==> src/rtl/fetch_unit.sv <==
// Instruction-fetch stage.
// Issues sequential word fetches to a 1-cycle-latency synchronous instruction
// memory, buffers returned words with their PCs in a small circular prefetch
// FIFO, and presents the head to decode over a valid/ready handshake.
// A redirect flushes the FIFO and drops whatever response is still in flight.
module fetch_unit #(
    parameter logic [31:0] RESET_PC = 32'h0000_0000,
    parameter int          DEPTH    = 4
) (
    input  logic                     clk,
    input  logic                     reset,          // active-low, asynchronous
    output logic                     imem_req,
    output logic [31:0]              imem_addr,
    input  logic [31:0]              imem_rdata,
    input  logic                     redirect_valid,
    input  logic [31:0]              redirect_pc,
    output logic                     id_valid,
    input  logic                     id_ready,
    output logic [31:0]              id_instr,
    output logic [31:0]              id_pc,
    output logic [$clog2(DEPTH):0]   fifo_count
);

    localparam int PW = $clog2(DEPTH);
    localparam int CW = PW + 1;
    // Occupancy plus in-flight credit is compared against DEPTH at CW+1 bits
    // so the sum can never wrap.
    localparam logic [CW:0]   DEPTH_C = (CW+1)'(DEPTH);
    localparam logic [CW-1:0] FULL_C  = CW'(DEPTH);

    // Fetch-side state
    logic [31:0]   fetch_pc_q, fetch_pc_d;
    logic [31:0]   req_pc_q, req_pc_d;
    logic          inflight_q, inflight_d;
    logic          kill_q, kill_d;

    // FIFO state
    logic [PW-1:0] rd_ptr_q, rd_ptr_d;
    logic [PW-1:0] wr_ptr_q, wr_ptr_d;
    logic [CW-1:0] count_q, count_d;
    logic [31:0]   entry_instr_q [DEPTH];
    logic [31:0]   entry_pc_q    [DEPTH];
    logic [DEPTH-1:0] entry_wr_en;

    // Control strobes
    logic          issue;
    logic          push;
    logic          pop;
    logic [CW:0]   credit_used;

    // The low two bits of the redirect target are discarded by design.
    logic          unused_redirect_lo;
    assign unused_redirect_lo = ^redirect_pc[1:0];

    // Credit check: buffered entries plus the outstanding request must leave
    // room for one more response. A same-cycle pop deliberately does not count.
    always_comb begin
        credit_used = {1'b0, count_q} + {{CW{1'b0}}, inflight_q};
        issue       = reset & ~redirect_valid & (credit_used < DEPTH_C);
    end

    // Response push and decode pop; a redirect suppresses both.
    always_comb begin
        push = inflight_q & ~kill_q & ~redirect_valid;
        pop  = id_valid & id_ready;
    end

    // Next-state for the fetch PC, the captured request PC, and the kill flag.
    always_comb begin
        fetch_pc_d = fetch_pc_q;
        req_pc_d   = req_pc_q;
        inflight_d = issue;
        kill_d     = 1'b0;
        if (redirect_valid) begin
            fetch_pc_d = {redirect_pc[31:2], 2'b00};
            // Anything outstanding right now belongs to the old stream.
            kill_d     = inflight_q;
        end else if (issue) begin
            fetch_pc_d = fetch_pc_q + 32'd4;   // wraps naturally at 2^32
            req_pc_d   = fetch_pc_q;
        end
    end

    // Next-state for FIFO pointers and occupancy; a redirect flushes everything.
    always_comb begin
        rd_ptr_d = rd_ptr_q;
        wr_ptr_d = wr_ptr_q;
        count_d  = count_q;
        if (redirect_valid) begin
            rd_ptr_d = '0;
            wr_ptr_d = '0;
            count_d  = '0;
        end else begin
            if (push) begin
                wr_ptr_d = wr_ptr_q + PW'(1);
            end
            if (pop) begin
                rd_ptr_d = rd_ptr_q + PW'(1);
            end
            case ({push, pop})
                2'b10:   count_d = count_q + CW'(1);
                2'b01:   count_d = count_q - CW'(1);
                default: count_d = count_q;
            endcase
        end
    end

    // State register with asynchronous active-low reset.
    always_ff @(posedge clk or negedge reset) begin
        if (!reset) begin
            fetch_pc_q <= RESET_PC;
            req_pc_q   <= RESET_PC;
            inflight_q <= 1'b0;
            kill_q     <= 1'b0;
            rd_ptr_q   <= '0;
            wr_ptr_q   <= '0;
            count_q    <= '0;
        end else begin
            fetch_pc_q <= fetch_pc_d;
            req_pc_q   <= req_pc_d;
            inflight_q <= inflight_d;
            kill_q     <= kill_d;
            rd_ptr_q   <= rd_ptr_d;
            wr_ptr_q   <= wr_ptr_d;
            count_q    <= count_d;
        end
    end

    // Per-entry write enables decoded from the write pointer.
    genvar gi;
    generate
        for (gi = 0; gi < DEPTH; gi++) begin : g_wr_en
            assign entry_wr_en[gi] = push && (wr_ptr_q == PW'(gi));
        end
    endgenerate

    // FIFO storage; contents need no reset because the outputs are gated by
    // occupancy.
    always_ff @(posedge clk) begin
        for (int i = 0; i < DEPTH; i++) begin
            if (entry_wr_en[i]) begin
                entry_instr_q[i] <= imem_rdata;
                entry_pc_q[i]    <= req_pc_q;
            end
        end
    end

    // Output decode: memory interface and decode-side head presentation.
    always_comb begin
        imem_req   = issue;
        imem_addr  = fetch_pc_q;
        fifo_count = count_q;
        id_valid   = (count_q != '0) & ~redirect_valid;
        id_instr   = 32'd0;
        id_pc      = 32'd0;
        if (id_valid) begin
            id_instr = entry_instr_q[rd_ptr_q];
            id_pc    = entry_pc_q[rd_ptr_q];
        end
    end

    // The credit rule guarantees a response always has a free slot.
    no_push_when_full: assert property (@(posedge clk) disable iff (!reset)
        !(push && (count_q == FULL_C)));

endmodule

==> config.mk <==
export PLATFORM = sky130hd
export DESIGN_NAME = fetch_unit
export DESIGN_NICKNAME = d
export VERILOG_FILES = /design/src/rtl/fetch_unit.sv
export SDC_FILE = /design/constraint.sdc
export NUM_CORES = 1
export LEC_CHECK = 0
export ABC_AREA = 1
export ABC_CLOCK_PERIOD_IN_PS = 4400
export BUFFER_PORTS_ARGS = -buffer_cell sky130_fd_sc_hd__buf_4
export CORE_UTILIZATION = 50
export DETAILED_ROUTE_END_ITERATION = 16
export PLACE_DENSITY = 0.71
export SLEW_MARGIN = 30
export SYNTH_ARGS = -nofsm -noshare
export SYNTH_HDL_FRONTEND = slang
export SYNTH_SLANG_ARGS = --single-unit
==> constraint.sdc <==
create_clock -name clk -period 4.4 [get_ports clk]
set_input_delay 0.88 -clock clk [delete_from_list [all_inputs] [get_ports clk]]
set_output_delay 0.88 -clock clk [all_outputs]
set_load 0.05 [all_outputs]
## Yosys cells after proc, flatten, opt, wreduce, memory -nomap -nowiden

Memory sizes are Yosys's and may differ from the RTL's.
Index checks and enable logic that the tools add are counted.

- Add/subtract/negate cells: 6
- $lt $le $gt $ge: 1
- Eq/ne operators: 5
- Mux-type cells: 37
- Bitwise logic cells: 8
- Reduce and logical (&&, ||, !) cells: 17

Operator list:

| operator | count |
|---|---|
| $mux 32 | 10 |
| $reduce_or 32->1 | 6 |
| $add 32x3->32 const B | 1 |
| $mux 2 | 10 |
| $mux 1 | 15 |
| $and 1x1->1 | 6 |
| $eq 2x2->1 const B | 3 |
| $pmux 3 s2 | 1 |
| $reduce_bool 2->1 | 3 |
| $reduce_bool 3->1 | 2 |
| $add 2x1->2 const B | 2 |
| $add 3x1->4 | 1 |
| $eq 2x1->1 const B | 2 |
| $logic_and 1x1->1 | 4 |
| $lt 4x3->1 const B | 1 |
| $add 3x1->3 const B | 1 |
| $mux 3 | 1 |
| $sub 3x1->3 const B | 1 |
| $logic_not 2->1 | 1 |
| $not 1->1 | 2 |
| $reduce_and 2->1 | 1 |

- Bits in registers: 73
- RAM bits: 256
- Bits of input ports: 68
- Output and inout port bits: 101
- Word-level logic and storage cells: 83
- Memories kept: 2

Memory list:

| name | depth | width | rd ports | clocked after Yosys merged registers in | write ports | line | text |
|---|---|---|---|---|---|---|---|
| entry_instr_q | 4 | 32 | 1 | 0 | 1 | 41 | `logic [31:0] entry_instr_q [DEPTH];` |
| entry_pc_q | 4 | 32 | 1 | 0 | 1 | 42 | `logic [31:0] entry_pc_q [DEPTH];` |

## Longest topological paths before layout

- Word-level depth: 10
- Mapped depth: 11
- Mapped depth without buffers: 10

## Worst setup path before layout

OpenSTA, ideal clock, no wires.

- Kind: in2reg
- From: input port redirect_valid
- To: memory entry_instr_q[0][0] (enable)
- Library setup time: 0.482 ns
- Data arrival time: 3.912 ns
- Setup slack: 0.006 ns
- Stages: 4
- Path buffers: 1
- Cells stage by stage: buf_6 > inv_2 > nand3_1 > nor2_1

RTL lines:

| what | line | text |
|---|---|---|
| from (decl) | 15 | `input logic redirect_valid,` |
| $not 1->1 (no source line) | - |  |
| $and 1x1->1 | 64 | `push = inflight_q & ~kill_q & ~redirect_valid;` |
| $logic_and 1x1->1 | 133 | `assign entry_wr_en[gi] = push && (wr_ptr_q == PW'(gi));` |
| net entry_wr_en[0] | 43 | `logic [DEPTH-1:0] entry_wr_en;` |
| $mux 1 | 141 | `if (entry_wr_en[i]) begin` |
| $mux 1 (not written as such) | 142 | `entry_instr_q[i] <= imem_rdata;` |
| $mux 1 (no source line) (3 in a row) | - |  |
| to (decl) | 41 |  |

The timed path passes the listed nets, and every way through them passes these cells.

## Worst setup path after layout

- From: register rd_ptr_q[0]
- To: output port id_instr[2]

- Cells in the longest elaborated chain, start to end: 2

RTL lines:

| what | line | text |
|---|---|---|
| from (decl) | 38 | `logic [PW-1:0] rd_ptr_q, rd_ptr_d;` |
| from (signal assigned) | 123 | `rd_ptr_q <= rd_ptr_d;` |
| $mem_v2 4x32 | - |  |
| $mux 32 | 156 | `if (id_valid) begin` |
| to (decl) | 19 | `output logic [31:0] id_instr,` |

Every way passes these cells.

==> flow_summary_export.csv <==
group,metric,value,unit
final_layout,flow.area_growth_from_synthesis,19.5,%
yosys,yosys-top-cells-area,"sky130_fd_sc_hd__edfxtp_1 (55%), sky130_fd_sc_hd__dfrtp_1 (13%), sky130_fd_sc_hd__nor2_1 (8.5%)",
placed_design,placed_cell_area,15000,sq um
route,via_count,9400,
clocking,clk_pin_slew,0.06,ns
timing,finalHoldWorstSlack,0.279,ns
worst_setup_path,r2r_end,"imem_addr[17]",
job,max_cap_viols,0,
final_layout,final.fill_count,2070,
worst_setup_path,worstSetupStartpoint,"rd_ptr_q[0]",
worst_setup_path,crit_top_cell,"sky130_fd_sc_hd__buf_4",
timing,finalHoldViolations,0,
yosys,synth_top_family_by_area,"simple AND/OR/NAND/NOR gates",
timing,max-slew-margin-rel,44.1,%
worst_setup_path,peak_per_stage_delay_on_the_critical_path,0.62,ns
final_layout,multi_input_comb_area,3740,sq um
floorplan,placeableCoreArea,26300,sq um
timing,worst-slew-pin-transition,0.838,ns
worst_setup_path,launch_point_of_the_worst_reg_to_reg_path,"fifo_count[0]",
yosys,mappedNetlistArea,13500,sq um
route,post_drt_wl_per_cell,16.3,microns
hold_path,path_class_of_the_lowest_slack_min_delay_path,"input port to asynchronous set/reset pin",
clocking,cts_buffer_count,34,
worst_setup_path,crit_end,"id_instr[2]",
yosys,synth_largest_type_area_fraction,55.3,%
yosys,synthesized_instance_count,1270,
yosys,synth.area.mux_share,0,%
worst_setup_path,reg2reg_slack,2.14,ns
placed_design,port_buffers,162,
global_route,antenna_found_initial,0,
clocking,clock_tree.htree_level_count,2,
yosys,yosysUniqueCellTypes,31,
clocking,cts_tree,"built",
yosys,yosys.area_share.xor_xnor,0.585,%
floorplan,io-pin-count,169,
run_status,outcome,"complete, but fails checks",
timing,fin_skew,0.0133,ns
global_route,pin_count_of_the_biggest_net_entering_global_routing,63,
final_layout,layout.area.seq,9180,sq um
worst_setup_path,worstRegToRegCells,9,
clocking,postCtsSetupBuffers,0,
route,antenna_violation_net_count_after_detailed_routing,0,
final_layout,final_core_util,61.3,%
timing,final_period_minus_worst_setup_slack,3.43,ns
floorplan,initial_utilization,51.3,%
yosys,synthSimpleGateAreaFrac,16.7,%
global_route,globalRouteOverflowTotal,0,
clocking,cts_resized,0,
global_route,grt_pass1_wl,46500,microns
global_route,grt_pass1_vias,8853,
global_route,grt_usage,21.4,%
timing,fin_tns_setup,0,ns
clocking,cts_num_sinks,317,
final_layout,post-route-cell-area,16100,sq um
power,pwr_density_cell,586,nW/um^2
clocking,insertion_delay,0.50,ns
yosys,synth_compound_gate_area_share,9.53,%
power,p_total,0.00943,W
timing,finalCritPeriodShare,78.0,%
timing,setup_viol,0,
power,internal-power,0.00606,W
timing,clock.fmax,291,MHz
worst_setup_path,critical_path_class,"register to output port",
timing,timing.final.max_slew_violations,0,
yosys,syn_area_per_cell,10.6,sq um
clocking,ctsLongestPathBuffers,3,
route,totalWireLength,29100,microns
final_layout,final_layout_size_suffix_gt1_share,18.4,%
worst_setup_path,worst_ep_arrival_time,2.55,ns
yosys,synth_seq_area_share,68.1,%
floorplan,fp.dieH,166,microns
route,routed_via_density,5.28,
worst_setup_path,critical_path_s_slowest_cell,"sky130_fd_sc_hd__inv_2",
route,drt_pass1_iterations,11,
run_status,failed_checks,"design-rule violations",
final_layout,antennaDiodeCount,0,
placed_design,dp_hpwl,17100,microns
worst_setup_path,cell_breakdown_of_the_critical_path,"inv_2, buf_4, o21ai_0, a21oi_1, buf_4",
floorplan,die-area,27600,sq um
final_layout,nNetsFinal,1496,
power,swShare,35.7,%
power,p_comb_share,29.2,%
worst_setup_path,cp_data_required_time,3.52,ns
placed_design,gp_congestion,0.854,
power,ir_worst_vdd,0.265,mV
route,drt_drc_violations_left,13,
power,power.share.clock,29.2,%
power,power.net_switching,0.00337,W
floorplan,rows,59,
worst_setup_path,start_kind,"register",
power,p_leak,6.31,nW
floorplan,floorplan.die.width,166,microns
yosys,number_of_warnings_printed_during_yosys_synthesis,0,
yosys,adder_cell_area_share_of_the_yosys_netlist,0.613,%
clocking,cts_hold_buffers,0,
yosys,synth_area_leader_cell,"sky130_fd_sc_hd__edfxtp_1",
power,share_seq_of_total_power,41.5,%
worst_setup_path,end_kind,"output port",
route,detail_route.iter0.violations,796,
clocking,root_driver,"sky130_fd_sc_hd__clkbuf_16",
timing,unrepaired_setup_endpoints_after_global_routing,"false",
worst_setup_path,worstPathMaxFanout,54,
yosys,synth.ff_latch_count,317,
## cell usage in the layout, fill, tap and decap left out
master                      Yosys  final
sky130_fd_sc_hd__clkinv_2       0      5
sky130_fd_sc_hd__dfrtp_2        0      1
sky130_fd_sc_hd__nand2_1      175    175
sky130_fd_sc_hd__nand3_4        1      1
sky130_fd_sc_hd__inv_2          9      8
sky130_fd_sc_hd__fa_1           1      1
sky130_fd_sc_hd__inv_6          0      3
sky130_fd_sc_hd__dfrtp_4        0      1
sky130_fd_sc_hd__dfrtp_1       69     67
sky130_fd_sc_hd__nand4_1        6      6
sky130_fd_sc_hd__nand2_2        9      9
sky130_fd_sc_hd__clkbuf_1      26      4
sky130_fd_sc_hd__a21oi_1       67     67
sky130_fd_sc_hd__o211ai_1       8      8
sky130_fd_sc_hd__a21oi_2        1      1
sky130_fd_sc_hd__ha_1           5      5
sky130_fd_sc_hd__nor2_1       306    302
sky130_fd_sc_hd__clkinv_1       0      8
sky130_fd_sc_hd__edfxtp_1     248    248
sky130_fd_sc_hd__clkbuf_16      0     35
sky130_fd_sc_hd__nand3_2        2      2
sky130_fd_sc_hd__conb_1         1      4
sky130_fd_sc_hd__o21ai_0      160    160
sky130_fd_sc_hd__o21bai_1       4      4
sky130_fd_sc_hd__buf_12         0      5
sky130_fd_sc_hd__nor2_4         8     12
sky130_fd_sc_hd__inv_4          0      1
sky130_fd_sc_hd__bufinv_16      0      4
sky130_fd_sc_hd__nand3_1       37     37
sky130_fd_sc_hd__xnor2_1        2      2
sky130_fd_sc_hd__o21ai_1       10     10
sky130_fd_sc_hd__inv_1         63     63
sky130_fd_sc_hd__buf_4         12    173
sky130_fd_sc_hd__nor3_1         1      1
sky130_fd_sc_hd__nor2_2         5      5
sky130_fd_sc_hd__xor2_1         7      7
## logic make-up after synthesis
group | count (synthesis)
DFF | 317
xor gates and xnor gates | 9
buffers and inverters | 137
and+or+nand+nor | 550
AOI/OAI and AO/OA | 250
other | 1
adders and majority gates | 6
## Yosys cell counts (all sizes together)
library cell	count
a21oi	68
xor2	7
nand2	184
xnor2	2
nand3	40
o211ai	8
fa	1
clkbuf	31
dfrtp	69
edfxtp	248
conb	1
inv	72
nand4	6
nor3	1
buf	34
nor2	319
o21ai	170
o21bai	4
ha	5
## worst min path at each step
stage                       from           endpoint  cells past startpoint  slack (ns)
floorplan           req_pc_q[10]  entry_pc_q[0][10]                      0        0.48
global placement    req_pc_q[24]  entry_pc_q[0][24]                      0        0.50
detailed placement  req_pc_q[24]  entry_pc_q[0][24]                      0        0.50
CTS                        reset      imem_addr[27]                      1        0.26
global route               reset      imem_addr[27]                      1        0.28
finish                     reset      imem_addr[29]                      1        0.28
## worst max-delay path, delay by kind of cell, from the launching register on
kind | cells | cell delay, ns
compound gates | 2 | 0.31
buf+inv | 3 | 1.21
flops | 1 | 0.51
## power groups by stage
stage / Combinational, W / Sequential (W) / Clock, W
finish: 0.00276 / 0.00392 / 0.00276
global route: 0.00299 / 0.00396 / 0.00293
floorplan: 0.00177 / 0.00408 / 0
detailed placement: 0.00276 / 0.00397 / 0
CTS: 0.00277 / 0.00391 / 0.00281
global placement: 0.00273 / 0.00396 / 0
## stage by stage
stage / setup WS (ns) / std cells
final: 0.966 / 1780
after global routing: 0.731 / 1780
after CTS: 0.896 / 1780
after detailed placement: 1.06 / 1721
after global placement: 1.07 / 1721
after floorplan: 0.00559 / 1273
## registers in the layout, summed over array words and instances (netlist names)
signal	flops
entry_instr_q	128
entry_pc_q	120
fifo_count	3
imem_addr	30
inflight_q	1
kill_q	1
rd_ptr_q	2
req_pc_q	30
wr_ptr_q	2
## cell type report
class | instances | share of cell area, %
multi-input combinational | 819 | 23.2
sequential | 317 | 57.0
clock buffer | 39 | 5.53
tap | 335 | 2.60
clock inverter | 20 | 1.25
timing repair buffer | 178 | 8.69
inverter | 72 | 1.69
## per-layer routing
metal / share of wire, % / vias to the layer above / track usage (%) / wire length, microns
met2: 47 / 324 / 35.0 / 13700
met1: 43 / 4448 / 29.4 / 12600
met5: 0 / - / 0 / 0
met3: 7.5 / 40 / 3.77 / 2190
li1: - / 4588 / - / -
met4: 2.0 / 0 / 6.10 / 573
Power figures use the tool's default switching activity.
